File: config.mk
export PLATFORM = sky130hd
export DESIGN_NAME = fir_tdm_sequencer
export DESIGN_NICKNAME = d
export VERILOG_FILES = /design/src/rtl/fir_tdm_sequencer.sv
export SDC_FILE = /design/constraint.sdc
export NUM_CORES = 1
export LEC_CHECK = 0
export BUFFER_PORTS_ARGS = -buffer_cell sky130_fd_sc_hd__buf_2
export CAP_MARGIN = 20
export CORE_ASPECT_RATIO = 0.7
export CORE_MARGIN = 2
export CORE_UTILIZATION = 30
export CTS_BUF_LIST = sky130_fd_sc_hd__clkbuf_16
export DETAILED_ROUTE_END_ITERATION = 7
export PLACE_DENSITY_LB_ADDON = 0.1
export SLEW_MARGIN = 20
export SYNTH_ARGS = -nofsm -noshare
export SYNTH_HDL_FRONTEND = slang
export SYNTH_SLANG_ARGS = --single-unit
export TNS_END_PERCENT = 30
File: constraint.sdc
create_clock -name clk -period 1.9 [get_ports clk]
set_input_delay 0.38 -clock clk [delete_from_list [all_inputs] [get_ports clk]]
set_output_delay 0.38 -clock clk [all_outputs]
set_load 0.005 [all_outputs]
File: src/rtl/fir_tdm_sequencer.sv
// fir_tdm_sequencer
// Shares one time-interleaved FIR between NCH sample streams. One sample per
// channel is collected into a frame. The frame is then issued to the FIR
// Avalon-ST sink in channel order 0..NCH-1. The interleaved FIR source
// stream is demultiplexed back into per-channel registered outputs.
//
// Ports
//   clk, rst_n        clock, asynchronous active-low reset
//   in_valid[NCH]     per-channel one-cycle sample strobe
//   in_data           packed samples, channel k at [k*DW +: DW]
//   flush             abandon the partial frame and the output alignment
//   clr_overflow      clear the sticky overflow flags
//   fir_sink_*        Avalon-ST source towards the FIR sink (data/valid/ready)
//   fir_source_*      Avalon-ST sink from the FIR source (ready tied high)
//   out_data          per-channel latest filtered sample, packed like in_data
//   out_valid[NCH]    one-cycle pulse when the matching out_data slice updates
//   frame_valid       pulse coincident with out_valid[NCH-1]
//   overflow[NCH]     sticky per-channel overrun flag
//   busy              high while the frame is being issued (FSM in ISSUE)
//
// Handshake: a sink transfer happens on a cycle where fir_sink_valid and
// fir_sink_ready are both 1. Once valid is raised, valid and data stay
// unchanged until that transfer happens.
module fir_tdm_sequencer #(
    parameter int NCH = 2,
    parameter int DW  = 12,
    parameter int OW  = 12
) (
    input  logic              clk,
    input  logic              rst_n,
    input  logic [NCH-1:0]    in_valid,
    input  logic [NCH*DW-1:0] in_data,
    input  logic              flush,
    input  logic              clr_overflow,
    output logic [DW-1:0]     fir_sink_data,
    output logic              fir_sink_valid,
    input  logic              fir_sink_ready,
    input  logic [OW-1:0]     fir_source_data,
    input  logic              fir_source_valid,
    output logic              fir_source_ready,
    output logic [NCH*OW-1:0] out_data,
    output logic [NCH-1:0]    out_valid,
    output logic              frame_valid,
    output logic [NCH-1:0]    overflow,
    output logic              busy
);
    localparam int IW = $clog2(NCH);
    localparam logic [IW-1:0] LAST = IW'(NCH - 1);

    typedef enum logic {S_COLLECT, S_ISSUE} state_t;

    state_t                 state_q, state_d;
    logic [NCH-1:0]         pending_q, pending_d;
    logic [NCH-1:0][DW-1:0] hold_q, hold_d;
    logic [IW-1:0]          idx_q, idx_d;
    logic                   sink_valid_q, sink_valid_d;
    logic [DW-1:0]          sink_data_q, sink_data_d;
    logic [IW-1:0]          ocnt_q, ocnt_d;
    logic [NCH-1:0][OW-1:0] out_data_q, out_data_d;
    logic [NCH-1:0]         out_valid_q, out_valid_d;
    logic                   frame_valid_q, frame_valid_d;
    logic [NCH-1:0]         overflow_q, overflow_d;

    logic                   xfer;
    logic [NCH-1:0]         accept;
    logic [NCH-1:0]         overrun;
    logic [IW-1:0]          idx_next;

    always_comb begin
        state_d       = state_q;
        pending_d     = pending_q;
        hold_d        = hold_q;
        idx_d         = idx_q;
        sink_valid_d  = sink_valid_q;
        sink_data_d   = sink_data_q;
        ocnt_d        = ocnt_q;
        out_data_d    = out_data_q;
        out_valid_d   = '0;
        frame_valid_d = 1'b0;
        overrun       = '0;
        accept        = '0;
        idx_next      = idx_q + IW'(1);

        xfer = (state_q == S_ISSUE) && sink_valid_q && fir_sink_ready;
        if (xfer) begin
            accept[idx_q] = 1'b1;
        end

        // Input latch. A strobe on the cycle a channel is being accepted
        // refills its slot for the next frame instead of counting as overrun.
        for (int k = 0; k < NCH; k++) begin
            if (flush) begin
                pending_d[k] = 1'b0;
            end else if (in_valid[k]) begin
                if (!pending_q[k] || accept[k]) begin
                    hold_d[k]    = in_data[k*DW +: DW];
                    pending_d[k] = 1'b1;
                end else begin
                    overrun[k] = 1'b1;
                end
            end else if (accept[k]) begin
                pending_d[k] = 1'b0;
            end
        end

        // A new overrun beats a same-cycle clear.
        overflow_d = (clr_overflow ? '0 : overflow_q) | overrun;

        if (flush) begin
            state_d      = S_COLLECT;
            idx_d        = '0;
            sink_valid_d = 1'b0;
        end else begin
            case (state_q)
                S_COLLECT: begin
                    if (&pending_q) begin
                        state_d      = S_ISSUE;
                        sink_valid_d = 1'b1;
                        sink_data_d  = hold_q[0];
                        idx_d        = '0;
                    end
                end
                S_ISSUE: begin
                    if (xfer) begin
                        if (idx_q == LAST) begin
                            state_d      = S_COLLECT;
                            sink_valid_d = 1'b0;
                            idx_d        = '0;
                        end else begin
                            idx_d       = idx_next;
                            sink_data_d = hold_q[idx_next];
                        end
                    end
                end
                default: state_d = S_COLLECT;
            endcase
        end

        // Output demux. The FIR emits channels in the same fixed order, so a
        // free-running counter recovers the channel of each source beat.
        if (flush) begin
            ocnt_d = '0;
        end else if (fir_source_valid) begin
            out_data_d[ocnt_q]  = fir_source_data;
            out_valid_d[ocnt_q] = 1'b1;
            frame_valid_d       = (ocnt_q == LAST);
            ocnt_d              = (ocnt_q == LAST) ? '0 : ocnt_q + IW'(1);
        end
    end

    always_ff @(posedge clk or negedge rst_n) begin
        if (!rst_n) begin
            state_q       <= S_COLLECT;
            pending_q     <= '0;
            hold_q        <= '0;
            idx_q         <= '0;
            sink_valid_q  <= 1'b0;
            sink_data_q   <= '0;
            ocnt_q        <= '0;
            out_data_q    <= '0;
            out_valid_q   <= '0;
            frame_valid_q <= 1'b0;
            overflow_q    <= '0;
        end else begin
            state_q       <= state_d;
            pending_q     <= pending_d;
            hold_q        <= hold_d;
            idx_q         <= idx_d;
            sink_valid_q  <= sink_valid_d;
            sink_data_q   <= sink_data_d;
            ocnt_q        <= ocnt_d;
            out_data_q    <= out_data_d;
            out_valid_q   <= out_valid_d;
            frame_valid_q <= frame_valid_d;
            overflow_q    <= overflow_d;
        end
    end

    assign fir_sink_data    = sink_data_q;
    assign fir_sink_valid   = sink_valid_q;
    assign fir_source_ready = 1'b1;
    assign out_data         = out_data_q;
    assign out_valid        = out_valid_q;
    assign frame_valid      = frame_valid_q;
    assign overflow         = overflow_q;
    assign busy             = (state_q == S_ISSUE);

endmodule

# Word-level counts from Yosys, hierarchy flattened
# Index checks and enable logic that the tools add are counted.
totals:
  register_bits: 71
  latchBits: 0
  ram_bits: 0
  mem_bits_ro: 0
  elab_cells: 103
  n_memories: 0
op_classes:
  n_addsub: 2
  n_mul: 0
  div_mod_pow: 0
  n_lt_le_gt_ge: 5
  eq_ne: 8
  n_shift: 0
  mux: 51
  bitwise_logic: 3
  n_reduce_logical: 20
ops:
  columns: ["op", "count"]
  rows:
  - ["$mux W12", 6]
  - ["$mux W1", 33]
  - ["$bwmux W24", 1]
  - ["$pmux W12 S2", 1]
  - ["$demux W12 S1", 1]
  - ["$reduce_and A2 Y1", 5]
  - ["$reduce_and A3 Y1", 3]
  - ["$mux W2", 4]
  - ["$lt A1 B2 Y1 const B", 3]
  - ["$ne A3 B1 Y1 const B", 2]
  - ["$ne A3 B2 Y1 const B", 2]
  - ["$pmux W1 S2", 3]
  - ["$reduce_bool A3 Y1", 2]
  - ["$logic_and A1 B1 Y1", 4]
  - ["$ne A2 B2 Y1 const B", 2]
  - ["$reduce_and A4 Y1", 1]
  - ["$ne A3 B3 Y1 const B", 1]
  - ["$add A1 B1 Y1 const B", 2]
  - ["$demux W1 S1", 2]
  - ["$ge A1 B1 Y1 const B", 2]
  - ["$logic_not A1 Y1", 2]
  - ["$logic_or A1 B1 Y1", 2]
  - ["$ne A2 B1 Y1 const B", 1]
  - ["$not A1 Y1", 2]
  - ["2 further kinds", 2]

# Logic depth before layout (Yosys ltp)
logic_depth:
  ltp_word: 10
  mapped_depth: 5

# Least setup slack after synthesis
# No wires, ideal clock.
synth_timing:
  path_type: "register to register"
  start: "register state_q, in the netlist busy"
  end: "register hold_q[0] (netlist name)"
  arrival_ns: 1.396
  slack_ns: 0.379
  path_stages_with_launch: 5
  n_path_buf: 1
  period_less_slack_ns: 1.521
  path_cell_list: "dfrtp_1 nand4b_1 a21oi_2 buf_6 mux2_2"
synth_between:
  elab_chain_cells: 5
synth_lines:
  columns: ["item", "line", "source"]
  rows:
  - ["start: declaration", "52", "state_t state_q, state_d;"]
  - ["start signal: assignment", "165", "state_q <= state_d;"]
  - ["$logic_and A1 B1 Y1 (2 in a row)", "84", "xfer = (state_q == S_ISSUE) && sink_valid_q && fir_sink_ready;"]
  - ["$mux W2", "85", "if (xfer) begin"]
  - ["$logic_or A1 B1 Y1", "95", "if (!pending_q[k] || accept[k]) begin"]
  - ["$reduce_and A3 Y1 (no line)", null, null]
  - ["end signal: assignment", "167", "hold_q <= hold_d;"]
  - ["end: declaration", "54", "logic [NCH-1:0][DW-1:0] hold_q, hold_d;"]
# No other way between the ends.
# A chain may end at the register's enable or synchronous reset.

# Final worst setup path
layout_timing:
  start: "register state_q, in the netlist busy"
  end: "register hold_q[2] (netlist name)"
# Same word-level chain as after synthesis.

==> qor.yml <==
status: "completed"
period_needed_ns: 1.61
max_cap_viol_count: 0
rsz0062_at_grt: "false"
critPathArrivalTime_ns: 1.82
reg2reg_from: "busy"
min_from: "clr_overflow"
cp-end-kind: "flop"
synth-seq-cells: 70
powerDensity_nw_per_um2: 1200
synthFlopType: "dfrtp_1"
leakage_nw: 1.75
syn_area_um2: 2850
synth.top_cell.area_share: 0.615
yosys_warnings: 0
finalCritPeriodShare: 0.850
syn-num-nets: 230
row_count: 29
drt_pass1_iterations: 4
hpwlAfterDp_um: 4240
dpl-instance-area_um2: 3440
overflow: 0
grt_pass1_vias: 1956
yosys.area.top_type: "dfrtp_1"
core_um2: 9140
post_drt_wl_per_cell_um: 14.6
synth_most_common_cell: "mux2_2"
ys_top_cells_by_area: "dfrtp_1 (61%), mux2_2 (28%), buf_6 (1.2%)"
antenna_found_initial: 0
dpl_worst_slack_ns: 0.272
critPathLaunchType: "flop"
worst_path_largest_cell_delay_ns: 0.50
ctsResizeCount: 0
vias_per_cell: 4.37
synthArstFlopShare: 1.00
cts_root_buf: "clkbuf_16"
layout_setup_ws_ns: 0.286
path_class: "reg2reg"
cp.required_ns: 2.11
drt_iter0_drc: 90
finalNonFillerCells: 408
dieArea_um2: 10300
final_util: 0.406
fin_skew_ns: 0.00935
vias: 1781
tritoncts: "done"
grt_pass1_wl_um: 10000
multi_input_area_um2: 1010
min_to: "overflow[1]"
nets: 325
syn2layout_area_growth_pct: 30.4
design_area_um2: 3720
grt_use_total: 0.131
final-hold-violation-count: 0
critPathSlowestCell: "dfrtp_1"
fmax_ghz: 0.620
fp.dieW_um: 120
clkLatencyLatePin_ns: 0.33
critPathMaxFanout: 12
holdPathStages: 2
cts_setup_buffers: 0
rr_endpoint: "hold_q[2]"
ctsHtreeMaxLevel: 3
gp_congestion: 0.744
path_buf_inv: 1
cts.sink_count: 70
synth_cell_types: 26
grt_max_degree: 45
clk_path_buf_depth: 2
io_pins: 88
maxSlewViolCount: 0
crit_family: "flip-flops"
ant_nets: 0
seq_area_frac_synth: 0.615
holdBufCountCts: 1
finalSetupViolations: 0
synth_edf_count: 0
initial_core_util: 0.312
route.final.wire_length_um: 5950
dp.cells: 393
route.detailed.drc: 0
hold_class: "in2reg"
cp_cell_sequence: "nand4b_1 -> a21oi_2 -> buf_4 -> mux2_2"
final_layout_size_suffix_gt1_frac: 0.630
die_h_um: 85.5
clk_pin_slew_ns: 0.05
power_mw: 4.46
regArea_um2: 1750
numCtsBuffers: 9
irDropWorstVdd_mv: 0.591
holdWs_ns: 0.277
syn-mean-instance-area_um2: 15.3
finalSetupTns_ns: 0
numPortBuffers: 86
ff2ff_path_depth: 4
diodes: 0
r2r_slack_ns: 0.29
num-fill-cells: 903
synthTopCellsByCount: "mux2_2 (71), dfrtp_1 (70), a21oi_1 (4), inv_1 (4), nor2_1 (4)"
synthCells: 186
## routing by layer
layer	wire length (um)	GRT usage	share of wire
met1	2810	0.177	0.47
met2	2610	0.185	0.44
met3	420	0.0525	0.071
met4	108	0.0603	0.018
met5	0	0	0
## how the worst max path moves through the flow
stage | start | end | slack (ns) | depth (start not counted)
finish | busy | hold_q[2] | 0.29 | 4
global route | busy | hold_q[22] | 0.16 | 4
CTS | busy | hold_q[10] | 0.27 | 4
detailed placement | busy | hold_q[2] | 0.27 | 4
global placement | busy | hold_q[18] | 0.27 | 4
floorplan | flush | out_data[10] | 0.38 | 4
## power breakdown
part	leakage [nW]	internal, mW	switching (mW)
logic	0.763	0.548	0.320
clock network	0.139	0.981	0.572
registers	0.844	1.86	0.183
## placed cells by master (no fill, tap or decap), types with 2 or more instances in the layout
| cell type | instances |
|---|---|
| nor2_1 | 4 |
| a21oi_1 | 4 |
| clkbuf_16 | 9 |
| nand3b_1 | 2 |
| clkinv_1 | 2 |
| buf_2 | 85 |
| mux2_2 | 71 |
| inv_1 | 6 |
| o22ai_1 | 2 |
| a21oi_2 | 2 |
| nand2_1 | 3 |
| buf_12 | 2 |
| buf_4 | 5 |
| dfrtp_1 | 70 |
| nand2b_1 | 2 |
## flip-flops by register name (all words and copies together) (netlist names), 2 cells and up
name           flops
fir_sink_data     12
pending_q          2
out_data          24
hold_q            24
overflow           2
## cell type report
type,instances,share of cell area
Sequential cell,70,0.471
Multi-Input combinational cell,103,0.272
Timing Repair Buffer,93,0.138
Clock buffer,9,0.0606
Tap cell,124,0.0418
Clock inverter,5,0.0121
Inverter,4,0.00404
## cell families (layout without fill, tap and decap cells)
| family | after synthesis | after routing | share of synthesized area |
|---|---|---|---|
| buffers and inverters | 13 | 111 | 0.0303 |
| xor gates and xnor gates | 1 | 1 | 0.00307 |
| and+or+nand+nor | 17 | 17 | 0.0351 |
| AOI/OAI and AO/OA | 12 | 12 | 0.0294 |
| other | 1 | 1 | 0.00132 |
| muxes | 72 | 72 | 0.286 |
| DFF | 70 | 70 | 0.615 |
(Power assumes the default switching activity.)
